===== config.mk =====
export PLATFORM = sky130hd
export DESIGN_NAME = dff_reg_arbiter
export DESIGN_NICKNAME = d
export VERILOG_FILES = /design/src/rtl/dff_arb_pkg.sv /design/src/rtl/dff_reg_en.sv /design/src/rtl/dff_reg_arbiter.sv
export SDC_FILE = /design/constraint.sdc
export NUM_CORES = 1
export LEC_CHECK = 0
export BUFFER_PORTS_ARGS = -buffer_cell sky130_fd_sc_hd__buf_2
export CORE_MARGIN = 3
export CORE_UTILIZATION = 50
export DETAILED_ROUTE_END_ITERATION = 8
export PLACE_DENSITY_LB_ADDON = 0.15
export SKIP_CTS_REPAIR_TIMING = 1
export SKIP_LAST_GASP = 1
export SYNTH_ARGS = -nofsm -noshare
export SYNTH_HDL_FRONTEND = slang
export SYNTH_HIERARCHICAL = 1
export SYNTH_SLANG_ARGS = --single-unit

===== constraint.sdc =====
create_clock -name clk -period 3.34 [get_ports clk]
set_input_delay 0.501 -clock clk [delete_from_list [all_inputs] [get_ports clk]]
set_output_delay 0.501 -clock clk [all_outputs]
set_load 0.005 [all_outputs]

===== src/rtl/dff_arb_pkg.sv =====
// Shared types and helpers for the round-robin register write arbiter.
// Holds the FSM state type, the wrap-around requester search and the owner width rule.
package dff_arb_pkg;

  localparam int MAX_N = 8;
  localparam int IDX_W = 3;

  typedef enum logic {
    IDLE  = 1'b0,
    GRANT = 1'b1
  } state_t;

  function automatic int owner_width(input int n);
    return (n < 2) ? 1 : $clog2(n);
  endfunction

  // First set bit of req_v at or above ptr, wrapping within the n live requesters.
  function automatic logic [IDX_W-1:0] rr_next(
    input logic [MAX_N-1:0] req_v,
    input logic [IDX_W-1:0] ptr,
    input int               n
  );
    logic [IDX_W-1:0] pick;
    logic             found;
    int               idx;
    pick  = '0;
    found = 1'b0;
    for (int i = 0; i < MAX_N; i++) begin
      idx = (int'(ptr) + i) % n;
      if (i < n && !found && req_v[idx[IDX_W-1:0]]) begin
        pick  = idx[IDX_W-1:0];
        found = 1'b1;
      end
    end
    return pick;
  endfunction

endpackage


===== src/rtl/dff_reg_en.sv =====
// W-bit D register with write enable, exposing q and its complement q_bar.
// Captures d_i on the rising edge when en_i is high; no backpressure, always accepts.
module dff_reg_en #(
  parameter int W = 8
) (
  input  logic         clk,
  input  logic         rst,
  input  logic         en_i,
  input  logic [W-1:0] d_i,
  output logic [W-1:0] q_o,
  output logic [W-1:0] q_bar_o
);

  always_ff @(posedge clk) begin
    if (rst) begin
      q_o <= '0;
    end else if (en_i) begin
      q_o <= d_i;
    end
  end

  assign q_bar_o = ~q_o;

endmodule


===== src/rtl/dff_reg_arbiter.sv =====
// Round-robin arbiter granting one of N requesters per cycle write access to a shared register.
// Grant lands 1 cycle after req, data 1 cycle after grant; lock holds the grant for up to MAX_HOLD beats.
module dff_reg_arbiter
  import dff_arb_pkg::*;
#(
  parameter int N        = 4,
  parameter int W        = 8,
  parameter int MAX_HOLD = 4
) (
  input  logic                        clk,
  input  logic                        rst,
  input  logic [N-1:0]                req,
  input  logic [N-1:0]                lock,
  input  logic [N*W-1:0]              wdata,
  output logic [N-1:0]                gnt,
  output logic [owner_width(N)-1:0]   owner,
  output logic                        busy,
  output logic                        ack,
  output logic [W-1:0]                q,
  output logic [W-1:0]                q_bar
);

  localparam int OW = owner_width(N);
  localparam int BW = $clog2(MAX_HOLD + 1);

  state_t           state_q, state_d;
  logic [N-1:0]     gnt_q, gnt_d;
  logic [OW-1:0]    owner_q, owner_d;
  logic [OW-1:0]    ptr_q, ptr_d;
  logic [BW-1:0]    beat_q, beat_d;
  logic             ack_q, ack_d;
  logic             wen;
  logic [OW-1:0]    nxt_ptr;
  logic [MAX_N-1:0] req_ext;
  logic [W-1:0]     wr_dat;

  always_comb begin
    req_ext        = '0;
    req_ext[N-1:0] = req;
  end

  assign nxt_ptr = (owner_q == OW'(N - 1)) ? '0 : owner_q + OW'(1);
  assign wr_dat  = wdata[int'(owner_q)*W +: W];

  always_ff @(posedge clk) begin
    if (rst) begin
      state_q <= IDLE;
      gnt_q   <= '0;
      owner_q <= '0;
      ptr_q   <= '0;
      beat_q  <= '0;
      ack_q   <= 1'b0;
    end else begin
      state_q <= state_d;
      gnt_q   <= gnt_d;
      owner_q <= owner_d;
      ptr_q   <= ptr_d;
      beat_q  <= beat_d;
      ack_q   <= ack_d;
    end
  end

  always_comb begin
    state_d = state_q;
    gnt_d   = gnt_q;
    owner_d = owner_q;
    ptr_d   = ptr_q;
    beat_d  = beat_q;
    ack_d   = 1'b0;
    wen     = 1'b0;
    case (state_q)
      IDLE: begin
        gnt_d  = '0;
        beat_d = '0;
        if (|req) begin
          state_d = GRANT;
          owner_d = OW'(rr_next(req_ext, IDX_W'(ptr_q), N));
          gnt_d   = {{(N-1){1'b0}}, 1'b1} << owner_d;
          beat_d  = BW'(1);
        end
      end
      GRANT: begin
        wen   = req[owner_q];
        ack_d = req[owner_q];
        if (lock[owner_q] && req[owner_q] && (beat_q < BW'(MAX_HOLD))) begin
          beat_d = beat_q + BW'(1);
        end else begin
          // Searching from owner+1 lets a lone, still-requesting owner win again last.
          ptr_d = nxt_ptr;
          if (|req) begin
            owner_d = OW'(rr_next(req_ext, IDX_W'(nxt_ptr), N));
            gnt_d   = {{(N-1){1'b0}}, 1'b1} << owner_d;
            beat_d  = BW'(1);
          end else begin
            state_d = IDLE;
            gnt_d   = '0;
            beat_d  = '0;
          end
        end
      end
      default: begin
        state_d = IDLE;
        gnt_d   = '0;
        beat_d  = '0;
      end
    endcase
  end

  dff_reg_en #(.W(W)) u_reg (
    .clk     (clk),
    .rst     (rst),
    .en_i    (wen),
    .d_i     (wr_dat),
    .q_o     (q),
    .q_bar_o (q_bar)
  );

  assign gnt   = gnt_q;
  assign owner = owner_q;
  assign ack   = ack_q;
  assign busy  = (state_q == GRANT);

endmodule

==> results of run 1 <==
-- cell usage in the layout, fill, tap and decap left out, types with 3 or more instances in the layout --
cell type	instances
sky130_fd_sc_hd__buf_2	65
sky130_fd_sc_hd__nor2_1	21
sky130_fd_sc_hd__dfxtp_1	21
sky130_fd_sc_hd__mux2i_1	15
sky130_fd_sc_hd__inv_1	11
sky130_fd_sc_hd__a21oi_1	9
sky130_fd_sc_hd__mux4_2	8
sky130_fd_sc_hd__nand2_1	6
sky130_fd_sc_hd__nand2b_1	5
sky130_fd_sc_hd__a211oi_1	4
sky130_fd_sc_hd__o22ai_1	3
sky130_fd_sc_hd__nor3b_1	3
sky130_fd_sc_hd__nor2b_1	3
sky130_fd_sc_hd__nor3_1	3
sky130_fd_sc_hd__o21ai_0	3
sky130_fd_sc_hd__clkbuf_4	3
-- sequential cells by signal, indices dropped and copies added (netlist names) --
name and count:
ptr_q 2, owner 2, u_reg/q_o 8, ack 1, gnt 4, busy 1
beat_q 3
-- metal layers --
| layer | vias up | track usage (%) | wire [um] |
|---|---|---|---|
| met5 | - | 0 | 0 |
| met4 | 0 | 9.06 | 54 |
| met3 | 4 | 3.92 | 256 |
| met2 | 55 | 35.3 | 1820 |
| met1 | 647 | 27.5 | 1510 |
| li1 | 671 | - | - |
-- area by class of cell --
cell class	count	area, um^2	area share, %
clock buffer	3	22.5	1.31
clock inverter	1	5.00	0.290
inverter	11	41.3	2.39
multi-input combinational	110	858	49.7
sequential	21	420	24.4
tap	30	37.5	2.18
timing repair buffer	67	340	19.7
-- worst reg2reg max path, cell delays in order (launching register included) --
cell and delay (ps):
sky130_fd_sc_hd__dfxtp_1 530, sky130_fd_sc_hd__ha_1 340, sky130_fd_sc_hd__or2_4 250, sky130_fd_sc_hd__a221oi_2 300, sky130_fd_sc_hd__o211a_1 210, sky130_fd_sc_hd__or3b_1 360
sky130_fd_sc_hd__a211oi_2 180
-- path summary, 6_finish.rpt --
| path | from | end | slack [ps] | cells past startpoint |
|---|---|---|---|---|
| hold / removal | beat_q[0] | beat_q[0] | 450 | 1 |
| hold reg to reg | beat_q[0] | beat_q[0] | 450 | 1 |
| setup / recovery | owner[1] | gnt[0] | 1100 | 6 |
| setup reg to reg | owner[1] | gnt[0] | 1100 | 6 |
-- metrics by stage --
| step | worst slack (ps) | total power, mW | utilization (%) |
|---|---|---|---|
| after floorplan | 1480 | 0.550 | - |
| after global placement | 1190 | 0.630 | 65.6 |
| after detailed placement | 1110 | 0.640 | 65.6 |
| after CTS | 1080 | 0.769 | 66.6 |
| after global routing | 929 | 0.822 | 66.6 |
| final | 1100 | 0.764 | 66.6 |
-- report_power, final --
| part | total [mW] | switching (mW) | leakage (nW) | internal (mW) |
|---|---|---|---|---|
| logic | 0.312 | 0.148 | 0.579 | 0.164 |
| clock network | 0.130 | 0.0851 | 0.0177 | 0.0448 |
| registers | 0.322 | 0.0393 | 0.173 | 0.283 |
| total | 0.764 | 0.272 | 0.769 | 0.492 |
-- cell families (layout without fill, tap and decap cells) --
logic type | after synthesis | count (layout)
buf+inv | 23 | 82
fa+ha+maj | 2 | 2
flops | 21 | 21
mux | 24 | 24
simple gates | 51 | 51
compound gates | 33 | 33
==> impl_results.html, run 1 <==
<table>
<tr><th>Metric</th><th>Value</th></tr>
<tr><th colspan="2">STA</th></tr>
<tr><td>Final hold viol count</td><td>0</td></tr>
<tr><td>Final setup fails</td><td>0</td></tr>
<tr><td>Final cycle utilization of the critical path</td><td>67.1%</td></tr>
<tr><td>Max-slew violations</td><td>0</td></tr>
<tr><td>Sum of negative setup slack</td><td>0 ps</td></tr>
<tr><td>Tightest Pin Transition</td><td>630 ps</td></tr>
<tr><td>Unrepaired setup endpoints after global routing</td><td>no</td></tr>
<tr><td>Max Freq</td><td>about 450 MHz</td></tr>
<tr><td>Worst-case headroom to the max-slew limit</td><td>57.4%</td></tr>
<tr><td>Max Clock Skew</td><td>just over 3 ps</td></tr>
<tr><td>Final Hold Slack</td><td>452 ps</td></tr>
<tr><td>Minimum clock period after layout</td><td>roughly 2200 ps</td></tr>
<tr><th colspan="2">Drt</th></tr>
<tr><td>Overall via count from detail_route</td><td>1,377</td></tr>
<tr><td>Aggregate routed wire length</td><td>approximately 3600 um</td></tr>
<tr><td>Antenna Violating Nets Remaining</td><td>0</td></tr>
<tr><td>First-pass DRT Iterations</td><td>5</td></tr>
<tr><td>Post-detailed-route wirelength per cell</td><td>15.0 um</td></tr>
<tr><td>Post-detailed-route DRC marker count</td><td>0</td></tr>
<tr><td>Avg Vias per Cell</td><td>~5.7</td></tr>
<tr><td>Initial DRC Count</td><td>38</td></tr>
<tr><th colspan="2">Clock network</th></tr>
<tr><td>Maximum buffer depth of the clock tree</td><td>2</td></tr>
<tr><td>Clk_lat worst skew</td><td>around 310 ps</td></tr>
<tr><td>TritonCTS clock tree</td><td>built</td></tr>
<tr><td>Clock sink count</td><td>21</td></tr>
<tr><td>Clock input transition at the sequential cells of the worst setup and hold paths</td><td>approximately 130 ps</td></tr>
<tr><td>Root Buffer Master</td><td>sky130_fd_sc_hd__clkbuf_4</td></tr>
<tr><td>CTS Buf Count</td><td>3</td></tr>
<tr><td>CTS H-Tree Depth</td><td>1</td></tr>
<tr><th colspan="2">Critical path</th></tr>
<tr><td>Critical-path cell with the highest stage delay</td><td>sky130_fd_sc_hd__dfxtp_1</td></tr>
<tr><td>Worst path required time</td><td>approximately 3600 ps</td></tr>
<tr><td>Crit Path Max Fanout</td><td>17</td></tr>
<tr><td>Worst Setup End Kind</td><td>flop</td></tr>
<tr><td>CP top delay family</td><td>compound AO/OA/AOI/OAI gates</td></tr>
<tr><td>Crit path launch type</td><td>flop</td></tr>
<tr><td>Buffers plus inverters on the worst setup path</td><td>0</td></tr>
<tr><td>Endpoint arrival time on the critical path</td><td>2490 ps</td></tr>
<tr><td>Cells traversed along the worst timing path</td><td>ha_1, or2_4, a221oi_2, o211a_1, or3b_1, a211oi_2</td></tr>
<tr><td>Worst Setup Path Type</td><td>flop to flop</td></tr>
<tr><td>Slowest Stage Delay on Critical Path</td><td>approximately 530 ps</td></tr>
<tr><th colspan="2">Logic synthesis</th></tr>
<tr><td>Xor/xnor cell area share of the yosys netlist</td><td>0%</td></tr>
<tr><td>Share of synthesized registers carrying an async set or reset</td><td>0%</td></tr>
<tr><td>Compound-Gate Fraction of Synth Area</td><td>around 16%</td></tr>
<tr><td>Flip-flop cell with the highest count after synthesis</td><td>sky130_fd_sc_hd__dfxtp_1</td></tr>
<tr><td>Sequential element share of the synthesized area</td><td>29.6%</td></tr>
<tr><td>Post-Synth Simple-Gate Area</td><td>18.6%</td></tr>
<tr><td>Number of distinct library cells after synthesis</td><td>43</td></tr>
<tr><td>Proportion of synthesized area in mux cells</td><td>24.1%</td></tr>
<tr><td>Area share of fa/ha/maj cells after synthesis</td><td>1.76%</td></tr>
<tr><td>Post-synth top area share</td><td>29.6%</td></tr>
<tr><td>Post-Syn Nets</td><td>198</td></tr>
<tr><td>Post-synth EDFFs</td><td>0</td></tr>
<tr><td>Synth warn</td><td>6</td></tr>
<tr><td>Summed instance area of the synthesized netlist</td><td>0.00142 mm^2</td></tr>
<tr><td>Top post-synthesis cells by count</td><td>sky130_fd_sc_hd__dfxtp_1, sky130_fd_sc_hd__nor2_1, sky130_fd_sc_hd__mux2i_1</td></tr>
<tr><td>Mapped Cells</td><td>154</td></tr>
<tr><td>Most area-hungry cell type in the Yosys netlist</td><td>sky130_fd_sc_hd__dfxtp_1</td></tr>
<tr><td>Leading post-synthesis cells by cell area</td><td>sky130_fd_sc_hd__dfxtp_1, sky130_fd_sc_hd__mux4_2, sky130_fd_sc_hd__mux2i_1</td></tr>
<tr><td>Main combinational cell family by area after synthesis</td><td>multiplexers</td></tr>
<tr><td>#FFs+latches synth</td><td>21</td></tr>
<tr><td>Synth Area per Inst</td><td>9.21 um^2</td></tr>
<tr><th colspan="2">Finish</th></tr>
<tr><td>Final instance area</td><td>0.00173 mm^2</td></tr>
<tr><td># fillers</td><td>232</td></tr>
<tr><td>Nets</td><td>258</td></tr>
<tr><td>Synthesis-to-layout area growth</td><td>21.6%</td></tr>
<tr><td>Layout cell share with drive strength beyond 1</td><td>39.9%</td></tr>
<tr><td>Number of cells in the finished layout apart from fillers</td><td>243</td></tr>
<tr><td>Number of antenna diodes</td><td>0</td></tr>
<tr><th colspan="2">Placement</th></tr>
<tr><td>Last weighted congestion value of the routability-driven placer</td><td>between 0.8 and 0.9</td></tr>
<tr><td>Post-DP HPWL</td><td>approximately 2800 um</td></tr>
<tr><td>Post-placement cell area</td><td>between 0.0015 and 0.002 mm^2</td></tr>
<tr><td>Buffers on Ports</td><td>between 60 and 70</td></tr>
<tr><td>Placed Cells incl. Taps</td><td>about 240</td></tr>
<tr><th colspan="2">Floorplanning</th></tr>
<tr><td>Die ar.</td><td>0.00351 mm^2</td></tr>
<tr><td>Die span in y</td><td>59.3 um</td></tr>
<tr><td>Horizontal extent of the die</td><td>59.3 um</td></tr>
<tr><td>Row Count</td><td>18</td></tr>
<tr><td>Starting density of the core</td><td>between 50% and 60%</td></tr>
<tr><td>Boundary pin count</td><td>66</td></tr>
<tr><td>Total core area</td><td>0.00259 mm^2</td></tr>
<tr><th colspan="2">GRT</th></tr>
<tr><td>Vias in the first global route</td><td>~1,300</td></tr>
<tr><td>Maximum number of pins on one net before global-route repair</td><td>21</td></tr>
<tr><td>Number of antenna violations at the first check in global routing</td><td>0</td></tr>
<tr><td>Total routing resource utilization after global routing</td><td>a little over a fifth</td></tr>
<tr><td>Remaining Overflow, GRT</td><td>0</td></tr>
<tr><td>Wire length of the first global-routing pass</td><td>approximately 5800 um</td></tr>
<tr><th colspan="2">Flow run</th></tr>
<tr><td>Max Cap Viol</td><td>0</td></tr>
<tr><th colspan="2">Power and ir drop</th></tr>
<tr><td>Power Dens Cells</td><td>between 400 and 500 mW/mm^2</td></tr>
<tr><td>Largest vdd supply drop</td><td>0.359 mV</td></tr>
<tr><td>Leakage</td><td>0.769 nW</td></tr>
<tr><th colspan="2">Outcome</th></tr>
<tr><td>Run status</td><td>finished clean</td></tr>
<tr><th colspan="2">Worst hold path</th></tr>
<tr><td>Path category of the worst min-delay check</td><td>flop to flop</td></tr>
</table>
No activity file was read; power rests on OpenSTA's default activity.
==> inputs of run 2 (changes only) <==
--- a/config.mk
+++ b/config.mk
@@ -7,7 +7,7 @@
 export LEC_CHECK = 0
 export BUFFER_PORTS_ARGS = -buffer_cell sky130_fd_sc_hd__buf_2
 export CORE_MARGIN = 3
-export CORE_UTILIZATION = 50
+export CORE_UTILIZATION = 42
 export DETAILED_ROUTE_END_ITERATION = 8
 export PLACE_DENSITY_LB_ADDON = 0.15
 export SKIP_CTS_REPAIR_TIMING = 1
==> constraint.sdc (replaced) <==
create_clock -name clk -period 1.8 [get_ports clk]
set_input_delay 0.27 -clock clk [delete_from_list [all_inputs] [get_ports clk]]
set_output_delay 0.27 -clock clk [all_outputs]
set_load 0.005 [all_outputs]
==> run 2 against run 1 <==
  * The flow now finishes with violations (negative setup slack)
  * Final cell count grew 8.6%
  * Clock-buffer cell count grew 1
  * First-iteration DRC count grew 47%
  * Highest routed layer unchanged
  * Clock power grew 85%
  * Total power grew 94%
  * Combinational power grew 120%
  * Register-to-register slack lost 1100 ps
==> impl_results.html, run 2 (synthesis results as in run 1) <==
<table>
<tr><th>Metric</th><th>Value</th></tr>
<tr><th colspan="2">Clock network</th></tr>
<tr><td>Clk_lat worst skew</td><td>310 ps (about the same)</td></tr>
<tr><td>TritonCTS clock tree</td><td>built (unchanged)</td></tr>
<tr><td>Clock input transition at the sequential cells of the worst setup and hold paths</td><td>130 ps (about the same)</td></tr>
<tr><td>Root Buffer Master</td><td>sky130_fd_sc_hd__clkbuf_4 (unchanged)</td></tr>
<tr><td>Maximum buffer depth of the clock tree</td><td>2 (unchanged)</td></tr>
<tr><td>Clock sink count</td><td>21 (unchanged)</td></tr>
<tr><td>CTS H-Tree Depth</td><td>1 (unchanged)</td></tr>
<tr><td>CTS Buf Count</td><td>3 (unchanged)</td></tr>
<tr><th colspan="2">STA</th></tr>
<tr><td>Unrepaired setup endpoints after global routing</td><td>yes (was no)</td></tr>
<tr><td>Tightest Pin Transition</td><td>396 ps (was 630 ps)</td></tr>
<tr><td>Max-slew violations</td><td>0 (unchanged)</td></tr>
<tr><td>Final Hold Slack</td><td>346 ps (was 452 ps)</td></tr>
<tr><td>Max Freq</td><td>549 MHz (was 447 MHz)</td></tr>
<tr><td>Final hold viol count</td><td>0 (unchanged)</td></tr>
<tr><td>Max Clock Skew</td><td>8.57 ps (was 3.02 ps)</td></tr>
<tr><td>Minimum clock period after layout</td><td>1820 ps (was 2240 ps)</td></tr>
<tr><td>Worst-case headroom to the max-slew limit</td><td>73.6% (was 57.4%)</td></tr>
<tr><td>Final cycle utilization of the critical path</td><td>101% (was 67.1%)</td></tr>
<tr><td>Final setup fails</td><td>2 (was 0)</td></tr>
<tr><td>Worst setup margin</td><td>-23.0 ps (was 1100 ps)</td></tr>
<tr><td>Sum of negative setup slack</td><td>-33.1 ps (was 0 ps)</td></tr>
<tr><th colspan="2">Finish</th></tr>
<tr><td>Reg with most FFs</td><td>u_reg/q_o (unchanged)</td></tr>
<tr><td>Number of antenna diodes</td><td>0 (unchanged)</td></tr>
<tr><td>Commonest cells after routing, fill and taps aside</td><td>sky130_fd_sc_hd__buf_2, sky130_fd_sc_hd__nor2_1, sky130_fd_sc_hd__dfxtp_1 (unchanged)</td></tr>
<tr><td>Most common library cell in the layout ignoring fill and taps</td><td>sky130_fd_sc_hd__buf_2 (unchanged)</td></tr>
<tr><td>Nets</td><td>265 (was 258)</td></tr>
<tr><td>Flip-flop count of the largest register, all copies and words added</td><td>8 (unchanged)</td></tr>
<tr><td>Final instance area</td><td>0.00184 mm^2 (was 0.00173 mm^2)</td></tr>
<tr><td>Layout cell share with drive strength beyond 1</td><td>45.0% (was 39.9%)</td></tr>
<tr><td>Synthesis-to-layout area growth</td><td>29.9% (was 21.6%)</td></tr>
<tr><th colspan="2">GRT</th></tr>
<tr><td>Maximum number of pins on one net before global-route repair</td><td>21 (unchanged)</td></tr>
<tr><td>Wire length of the first global-routing pass</td><td>5890 um (was 5800 um)</td></tr>
<tr><td>Total routing resource utilization after global routing</td><td>17.7% (was 21.5%)</td></tr>
<tr><td>Remaining Overflow, GRT</td><td>0 (unchanged)</td></tr>
<tr><td>Vias in the first global route</td><td>1,291 (was 1,325)</td></tr>
<tr><td>Number of antenna violations at the first check in global routing</td><td>0 (unchanged)</td></tr>
<tr><th colspan="2">Critical path</th></tr>
<tr><td>Critical-path cell with the highest stage delay</td><td>sky130_fd_sc_hd__dfxtp_2 (was sky130_fd_sc_hd__dfxtp_1)</td></tr>
<tr><td>Critical R2R Capture</td><td>gnt[0] (unchanged)</td></tr>
<tr><td>Register-to-Register Setup Slack</td><td>-20 ps (was 1100 ps)</td></tr>
<tr><td>CP top delay family</td><td>compound AO/OA/AOI/OAI gates (unchanged)</td></tr>
<tr><td>Slowest Stage Delay on Critical Path</td><td>360 ps (was 530 ps)</td></tr>
<tr><td>Worst reg-to-reg path cell count</td><td>6 (unchanged)</td></tr>
<tr><td>Start of the worst register-to-register path</td><td>owner[0] (was owner[1])</td></tr>
<tr><td>Endpoint arrival time on the critical path</td><td>2070 ps (was 2490 ps)</td></tr>
<tr><td>Worst Setup End Kind</td><td>flop (unchanged)</td></tr>
<tr><td>Crit Path Max Fanout</td><td>4 (was 17)</td></tr>
<tr><td>Buffers plus inverters on the worst setup path</td><td>0 (unchanged)</td></tr>
<tr><td>Cells traversed along the worst timing path</td><td>ha_4, or2_4, a221oi_4, o211a_1, or3b_1, a211oi_2 (was ha_1, or2_4, a221oi_2, o211a_1, or3b_1, a211oi_2)</td></tr>
<tr><td>Crit path launch type</td><td>flop (unchanged)</td></tr>
<tr><td>Worst Setup Path Type</td><td>flop to flop (unchanged)</td></tr>
<tr><td>Worst path required time</td><td>2050 ps (was 3590 ps)</td></tr>
<tr><th colspan="2">Floorplanning</th></tr>
<tr><td>Die ar.</td><td>0.00411 mm^2 (was 0.00351 mm^2)</td></tr>
<tr><td>Total core area</td><td>0.00313 mm^2 (was 0.00259 mm^2)</td></tr>
<tr><td>Row Count</td><td>20 (was 18)</td></tr>
<tr><td>Horizontal extent of the die</td><td>64.1 um (was 59.3 um)</td></tr>
<tr><td>Die span in y</td><td>64.1 um (was 59.3 um)</td></tr>
<tr><td>Boundary pin count</td><td>66 (unchanged)</td></tr>
<tr><td>Starting density of the core</td><td>45.4% (was 54.8%)</td></tr>
<tr><th colspan="2">Drt</th></tr>
<tr><td>Post-detailed-route DRC marker count</td><td>0 (unchanged)</td></tr>
<tr><td>Avg Vias per Cell</td><td>5.31 (was 5.67)</td></tr>
<tr><td>Post-detailed-route wirelength per cell</td><td>13.9 um (was 15.0 um)</td></tr>
<tr><td>Initial DRC Count</td><td>56 (was 38)</td></tr>
<tr><td>Aggregate routed wire length</td><td>3680 um (was 3640 um)</td></tr>
<tr><td>Overall via count from detail_route</td><td>1,403 (was 1,377)</td></tr>
<tr><td>First-pass DRT Iterations</td><td>4 (was 5)</td></tr>
<tr><td>Antenna Violating Nets Remaining</td><td>0 (unchanged)</td></tr>
<tr><th colspan="2">Outcome</th></tr>
<tr><td>Run status</td><td>complete, but fails checks (was finished clean)</td></tr>
<tr><td>Failing checks</td><td>negative setup slack</td></tr>
<tr><th colspan="2">Worst hold path</th></tr>
<tr><td>Number of cells on the worst hold path</td><td>2 (was 1)</td></tr>
<tr><td>Hold wc startpoint</td><td>rst (was beat_q[0])</td></tr>
<tr><td>Worst Hold Path EP</td><td>ptr_q[1] (was beat_q[0])</td></tr>
<tr><td>Path category of the worst min-delay check</td><td>primary input to flop (was flop to flop)</td></tr>
<tr><th colspan="2">Placement</th></tr>
<tr><td>Last weighted congestion value of the routability-driven placer</td><td>0.844 (was 0.804)</td></tr>
<tr><td>Buffers on Ports</td><td>65 (unchanged)</td></tr>
<tr><td>Post-DP HPWL</td><td>2730 um (was 2820 um)</td></tr>
<tr><td>Post-placement cell area</td><td>0.00176 mm^2 (was 0.00170 mm^2)</td></tr>
<tr><th colspan="2">Power and ir drop</th></tr>
<tr><td>Power Dens Cells</td><td>806 mW/mm^2 (was 443 mW/mm^2)</td></tr>
<tr><td>Final Total Pwr</td><td>1.49 mW (was 764 uW)</td></tr>
<tr><td>Leakage</td><td>0.810 nW (was 0.769 nW)</td></tr>
<tr><td>Largest vdd supply drop</td><td>0.409 mV (was 0.359 mV)</td></tr>
<tr><th colspan="2">Flow run</th></tr>
<tr><td>Max Cap Viol</td><td>0 (unchanged)</td></tr>
</table>
==> run 2: power breakdown <==
part	internal (mW)	switching, mW
clock network	0.0866	0.153
registers	0.527	0.0445
logic	0.351	0.324
total	0.964	0.522
==> run 2: worst max path at each step <==
stage	to	start	slack [ps]	cells after the start
3_3_place_gp	gnt[0]	owner[1]	0.8	6
3_5_place_dp	gnt[0]	owner[0]	-20	6
2_1_floorplan	gnt[0]	owner[1]	10	6
5_1_grt	owner[0]	owner[0]	-120	7
6_report	gnt[0]	owner[0]	-20	6
4_1_cts	gnt[0]	owner[0]	-70	6
==> run 2: per-layer routing <==
layer / part of all wire, % / vias up / GRT usage (%)
met5: 0 / - / 0
met4: 0.62 / 0 / 3.96
met3: 8.0 / 2 / 4.04
met2: 49 / 60 / 31.0
met1: 43 / 654 / 22.0
li1: - / 687 / -
==> run 2: cell type report <==
| cell class | count | area (um^2) |
|---|---|---|
| tap | 44 | 55.1 |
| inverter | 11 | 41.3 |
| fill | 298 | 1280 |
| timing repair buffer | 74 | 393 |
| multi-input combinational | 110 | 905 |
| clock buffer | 4 | 26.3 |
| sequential | 21 | 423 |
==> run 2: through the flow <==
step	util [%]	instances	setup slack, ps
2_1_floorplan	-	154	9.96
3_3_place_gp	56.4	259	0.803
3_5_place_dp	56.4	259	-16.3
4_1_cts	57.2	263	-65.6
5_1_grt	58.9	264	-121
6_report	58.9	264	-23.0
==> run 2: worst register-to-register path: stages, from the launching register on <==
cell                       delay (ps)
sky130_fd_sc_hd__dfxtp_2          360
sky130_fd_sc_hd__ha_4             170
sky130_fd_sc_hd__or2_4            240
sky130_fd_sc_hd__a221oi_4         280
sky130_fd_sc_hd__o211a_1          170
sky130_fd_sc_hd__or3b_1           360
sky130_fd_sc_hd__a211oi_2         180
==> inputs of run 3 (changes only) <==
--- a/config.mk
+++ b/config.mk
@@ -5,11 +5,12 @@
 export SDC_FILE = /design/constraint.sdc
 export NUM_CORES = 1
 export LEC_CHECK = 0
+export ABC_AREA = 1
 export BUFFER_PORTS_ARGS = -buffer_cell sky130_fd_sc_hd__buf_2
 export CORE_MARGIN = 3
-export CORE_UTILIZATION = 42
+export CORE_UTILIZATION = 45
 export DETAILED_ROUTE_END_ITERATION = 8
-export PLACE_DENSITY_LB_ADDON = 0.15
+export PLACE_DENSITY = 0.77
 export SKIP_CTS_REPAIR_TIMING = 1
 export SKIP_LAST_GASP = 1
 export SYNTH_ARGS = -nofsm -noshare
==> run 3 against run 2 <==
  * The flow now finishes without violations
  * Critical path depth is 7 higher
  * Total power grew to 2.8 times the previous value
  * Clock power is 25% higher
  * Maximum frequency grew 8.7%
  * Clock skew decreased by 6.5 ps
==> impl_results.html, run 3 <==
<table>
<tr><th>Metric</th><th>Value</th></tr>
<tr><th colspan="2">Finish</th></tr>
<tr><td>Commonest cells after routing, fill and taps aside</td><td>sky130_fd_sc_hd__nand2_1, sky130_fd_sc_hd__buf_2, sky130_fd_sc_hd__nor2_1 (was sky130_fd_sc_hd__buf_2, sky130_fd_sc_hd__nor2_1, sky130_fd_sc_hd__dfxtp_1)</td></tr>
<tr><td>Synthesis-to-layout area growth</td><td>30.2% (was 29.9%)</td></tr>
<tr><td>Number of cells in the finished layout apart from fillers</td><td>429 (was 264)</td></tr>
<tr><td>Most common library cell in the layout ignoring fill and taps</td><td>sky130_fd_sc_hd__nand2_1 (was sky130_fd_sc_hd__buf_2)</td></tr>
<tr><td>Nets</td><td>426 (was 265)</td></tr>
<tr><td>Final instance area</td><td>0.00229 mm^2 (was 0.00184 mm^2)</td></tr>
<tr><td>Reg with most FFs</td><td>u_reg/q_o (unchanged)</td></tr>
<tr><td>Number of antenna diodes</td><td>0 (unchanged)</td></tr>
<tr><td>Flip-flop count of the largest register, all copies and words added</td><td>8 (unchanged)</td></tr>
<tr><td>Layout cell share with drive strength beyond 1</td><td>32.5% (was 45.0%)</td></tr>
<tr><td>Core Util, Final</td><td>61.6% (was 58.9%)</td></tr>
<tr><th colspan="2">Logic synthesis</th></tr>
<tr><td>Synth Area per Inst</td><td>5.71 um^2 (was 9.21 um^2)</td></tr>
<tr><td>Proportion of synthesized area in mux cells</td><td>0% (was 24.1%)</td></tr>
<tr><td>Most area-hungry cell type in the Yosys netlist</td><td>sky130_fd_sc_hd__dfxtp_1 (unchanged)</td></tr>
<tr><td>Summed instance area of the synthesized netlist</td><td>0.00176 mm^2 (was 0.00142 mm^2)</td></tr>
<tr><td>Top post-synthesis cells by count</td><td>sky130_fd_sc_hd__nand2_1, sky130_fd_sc_hd__nor2_1, sky130_fd_sc_hd__inv_1 (was sky130_fd_sc_hd__dfxtp_1, sky130_fd_sc_hd__nor2_1, sky130_fd_sc_hd__mux2i_1)</td></tr>
<tr><td>Post-Synth Simple-Gate Area</td><td>46.0% (was 18.6%)</td></tr>
<tr><td>Compound-Gate Fraction of Synth Area</td><td>16.4% (was 16.0%)</td></tr>
<tr><td>Number of distinct library cells after synthesis</td><td>28 (was 43)</td></tr>
<tr><td>Post-synth EDFFs</td><td>0 (unchanged)</td></tr>
<tr><td>Main combinational cell family by area after synthesis</td><td>simple AND/OR/NAND/NOR gates (was multiplexers)</td></tr>
<tr><td>Mapped Cells</td><td>308 (was 154)</td></tr>
<tr><td>Flip-flop cell with the highest count after synthesis</td><td>sky130_fd_sc_hd__dfxtp_1 (unchanged)</td></tr>
<tr><td>Xor/xnor cell area share of the yosys netlist</td><td>0% (unchanged)</td></tr>
<tr><td>Post-synth top area share</td><td>23.9% (was 29.6%)</td></tr>
<tr><td>Synth warn</td><td>6 (unchanged)</td></tr>
<tr><td>Most frequent cell after synthesis</td><td>sky130_fd_sc_hd__nand2_1</td></tr>
<tr><td>#FFs+latches synth</td><td>21 (unchanged)</td></tr>
<tr><td>Post-Syn Nets</td><td>352 (was 198)</td></tr>
<tr><td>Leading post-synthesis cells by cell area</td><td>sky130_fd_sc_hd__dfxtp_1, sky130_fd_sc_hd__nand2_1, sky130_fd_sc_hd__nor2_1 (was sky130_fd_sc_hd__dfxtp_1, sky130_fd_sc_hd__mux4_2, sky130_fd_sc_hd__mux2i_1)</td></tr>
<tr><td>Area share of fa/ha/maj cells after synthesis</td><td>1.42% (was 1.76%)</td></tr>
<tr><td>Sequential element share of the synthesized area</td><td>23.9% (was 29.6%)</td></tr>
<tr><td>Share of synthesized registers carrying an async set or reset</td><td>0% (unchanged)</td></tr>
<tr><th colspan="2">STA</th></tr>
<tr><td>Final hold viol count</td><td>0 (unchanged)</td></tr>
<tr><td>Final cycle utilization of the critical path</td><td>93.2% (was 101%)</td></tr>
<tr><td>Tightest Pin Transition</td><td>279 ps (was 396 ps)</td></tr>
<tr><td>Max Freq</td><td>596 MHz (was 549 MHz)</td></tr>
<tr><td>Max-slew violations</td><td>0 (unchanged)</td></tr>
<tr><td>Max Clock Skew</td><td>2.09 ps (was 8.57 ps)</td></tr>
<tr><td>Minimum clock period after layout</td><td>1680 ps (was 1820 ps)</td></tr>
<tr><td>Final setup fails</td><td>0 (was 2)</td></tr>
<tr><td>Worst-case headroom to the max-slew limit</td><td>81.4% (was 73.6%)</td></tr>
<tr><td>Worst setup margin</td><td>123 ps (was -23.0 ps)</td></tr>
<tr><td>Unrepaired setup endpoints after global routing</td><td>yes (unchanged)</td></tr>
<tr><th colspan="2">Flow run</th></tr>
<tr><td>Max Cap Viol</td><td>0 (unchanged)</td></tr>
<tr><th colspan="2">Clock network</th></tr>
<tr><td>Root Buffer Master</td><td>sky130_fd_sc_hd__clkbuf_8 (was sky130_fd_sc_hd__clkbuf_4)</td></tr>
<tr><td>Clock input transition at the sequential cells of the worst setup and hold paths</td><td>70 ps (was 130 ps)</td></tr>
<tr><td>Maximum buffer depth of the clock tree</td><td>2 (unchanged)</td></tr>
<tr><td>Clock sink count</td><td>21 (unchanged)</td></tr>
<tr><td>TritonCTS clock tree</td><td>built (unchanged)</td></tr>
<tr><td>CTS Buf Count</td><td>3 (unchanged)</td></tr>
<tr><td>Clk_lat worst skew</td><td>250 ps (was 310 ps)</td></tr>
<tr><td>CTS H-Tree Depth</td><td>1 (unchanged)</td></tr>
<tr><th colspan="2">GRT</th></tr>
<tr><td>Total routing resource utilization after global routing</td><td>19.2% (was 17.7%)</td></tr>
<tr><td>Number of antenna violations at the first check in global routing</td><td>0 (unchanged)</td></tr>
<tr><td>Wire length of the first global-routing pass</td><td>7160 um (was 5890 um)</td></tr>
<tr><td>Vias in the first global route</td><td>1,751 (was 1,291)</td></tr>
<tr><td>Maximum number of pins on one net before global-route repair</td><td>18 (was 21)</td></tr>
<tr><td>Remaining Overflow, GRT</td><td>0 (unchanged)</td></tr>
<tr><th colspan="2">Critical path</th></tr>
<tr><td>Register-to-Register Setup Slack</td><td>120 ps (was -20 ps)</td></tr>
<tr><td>Crit path launch type</td><td>flop (unchanged)</td></tr>
<tr><td>Endpoint arrival time on the critical path</td><td>1830 ps (was 2070 ps)</td></tr>
<tr><td>Worst path required time</td><td>1950 ps (was 2050 ps)</td></tr>
<tr><td>Crit Path Max Fanout</td><td>7 (was 4)</td></tr>
<tr><td>Worst Setup Path Type</td><td>flop to flop (unchanged)</td></tr>
<tr><td>Worst Setup End Kind</td><td>flop (unchanged)</td></tr>
<tr><th colspan="2">Floorplanning</th></tr>
<tr><td>Horizontal extent of the die</td><td>68.5 um (was 64.1 um)</td></tr>
<tr><td>Row Count</td><td>22 (was 20)</td></tr>
<tr><td>Die span in y</td><td>68.5 um (was 64.1 um)</td></tr>
<tr><td>Starting density of the core</td><td>47.3% (was 45.4%)</td></tr>
<tr><td>Die ar.</td><td>0.00469 mm^2 (was 0.00411 mm^2)</td></tr>
<tr><td>Total core area</td><td>0.00372 mm^2 (was 0.00313 mm^2)</td></tr>
<tr><td>Boundary pin count</td><td>66 (unchanged)</td></tr>
<tr><th colspan="2">Power and ir drop</th></tr>
<tr><td>Switch Pwr</td><td>2.21 mW (was 522 uW)</td></tr>
<tr><td>Largest vdd supply drop</td><td>0.872 mV (was 0.409 mV)</td></tr>
<tr><td>Final Total Pwr</td><td>4.21 mW (was 1.49 mW)</td></tr>
<tr><td>Design internal power</td><td>2.00 mW (was 964 uW)</td></tr>
<tr><td>Power Dens Cells</td><td>1840 mW/mm^2 (was 806 mW/mm^2)</td></tr>
<tr><td>Leakage</td><td>1.23 nW (was 0.810 nW)</td></tr>
<tr><td>Part of the total power dissipated in combinational logic</td><td>75.4% (was 45.4%)</td></tr>
<tr><td>Switching Fraction</td><td>52.5% (was 35.1%)</td></tr>
<tr><td>Portion of total power attributed to sequential cells</td><td>17.4% (was 38.5%)</td></tr>
<tr><td>Clk network pwr share</td><td>7.1% (was 16.1%)</td></tr>
<tr><th colspan="2">Drt</th></tr>
<tr><td>Post-detailed-route DRC marker count</td><td>0 (unchanged)</td></tr>
<tr><td>First-pass DRT Iterations</td><td>4 (unchanged)</td></tr>
<tr><td>Post-detailed-route wirelength per cell</td><td>11.1 um (was 13.9 um)</td></tr>
<tr><td>Avg Vias per Cell</td><td>4.97 (was 5.31)</td></tr>
<tr><td>Initial DRC Count</td><td>101 (was 56)</td></tr>
<tr><td>Overall via count from detail_route</td><td>2,130 (was 1,403)</td></tr>
<tr><td>Aggregate routed wire length</td><td>4780 um (was 3680 um)</td></tr>
<tr><td>Antenna Violating Nets Remaining</td><td>0 (unchanged)</td></tr>
<tr><th colspan="2">Worst hold path</th></tr>
<tr><td>Path category of the worst min-delay check</td><td>primary input to flop (unchanged)</td></tr>
<tr><th colspan="2">Outcome</th></tr>
<tr><td>Run status</td><td>finished clean (was complete, but fails checks)</td></tr>
<tr><th colspan="2">Placement</th></tr>
<tr><td>Placed Cells incl. Taps</td><td>423 (was 259)</td></tr>
<tr><td>Post-placement cell area</td><td>0.00215 mm^2 (was 0.00176 mm^2)</td></tr>
<tr><td>Post-DP HPWL</td><td>3730 um (was 2730 um)</td></tr>
<tr><td>Buffers on Ports</td><td>65 (unchanged)</td></tr>
<tr><td>Last weighted congestion value of the routability-driven placer</td><td>0.967 (was 0.844)</td></tr>
<tr><td>DP Worst Slack</td><td>20.7 ps (was -16.3 ps)</td></tr>
</table>
-- run 3: path summary, 6_finish.rpt --
path,from,end,depth (start not counted)
worst min-delay path,rst,ack,2
worst max-delay path,owner[0],gnt[0],13
worst min register to register,beat_q[0],beat_q[0],1
worst max register to register,owner[0],gnt[0],13
-- run 3: cell families (layout without fill, tap and decap cells) --
logic type,count (synthesis),count (layout)
compound gates,53,53
fa+ha+maj,2,2
buf+inv,47,120
flops,21,21
simple gates,185,185
-- run 3: power groups by stage --
stage / Clock (mW) / Combinational [mW] / Sequential [mW]
2_1_floorplan: 0 / 2.17 / 0.722
3_3_place_gp: 0 / 2.79 / 0.713
3_5_place_dp: 0 / 2.85 / 0.717
4_1_cts: 0.311 / 2.87 / 0.707
5_1_grt: 0.323 / 3.58 / 0.757
6_report: 0.300 / 3.18 / 0.735
-- run 3: layout make-up --
class | count | area (um^2)
clock buffer | 4 | 45.0
fill | 398 | 1430
inverter | 38 | 145
multi-input combinational | 240 | 1170
sequential | 21 | 428
tap | 48 | 60.1
timing repair buffer | 78 | 435
-- run 3: layer usage --
| layer | up-vias | wire, um | share of wire, % | track usage [%] |
|---|---|---|---|---|
| li1 | 1126 | - | - | - |
| met1 | 938 | 2080 | 44 | 22.4 |
| met2 | 64 | 2340 | 49 | 37.7 |
| met3 | 2 | 343 | 7.2 | 3.24 |
| met4 | 0 | 13 | 0.27 | 1.24 |
| met5 | - | 0 | 0 | 0 |
-- run 3: critical path, stage by stage, from the launching register on --
cell and delay [ps]:
sky130_fd_sc_hd__dfxtp_4 370, sky130_fd_sc_hd__ha_4 180, sky130_fd_sc_hd__nor2_8 150, sky130_fd_sc_hd__nand2_2 80, sky130_fd_sc_hd__nand3_1 130, sky130_fd_sc_hd__o21ai_2 90
sky130_fd_sc_hd__nor2_4 130, sky130_fd_sc_hd__nand2_1 70, sky130_fd_sc_hd__nand2_2 70, sky130_fd_sc_hd__nand2_1 70, sky130_fd_sc_hd__nand2_1 60, sky130_fd_sc_hd__nor2_1 40
sky130_fd_sc_hd__nor2_1 100, sky130_fd_sc_hd__nor2_1 40
-- run 3: per-stage QoR --
stage	hold slack (ps)	TNS (ps)
floorplan	347	0
global route	225	-157
finish	229	0
CTS	231	0
global placement	439	0
detailed placement	465	0
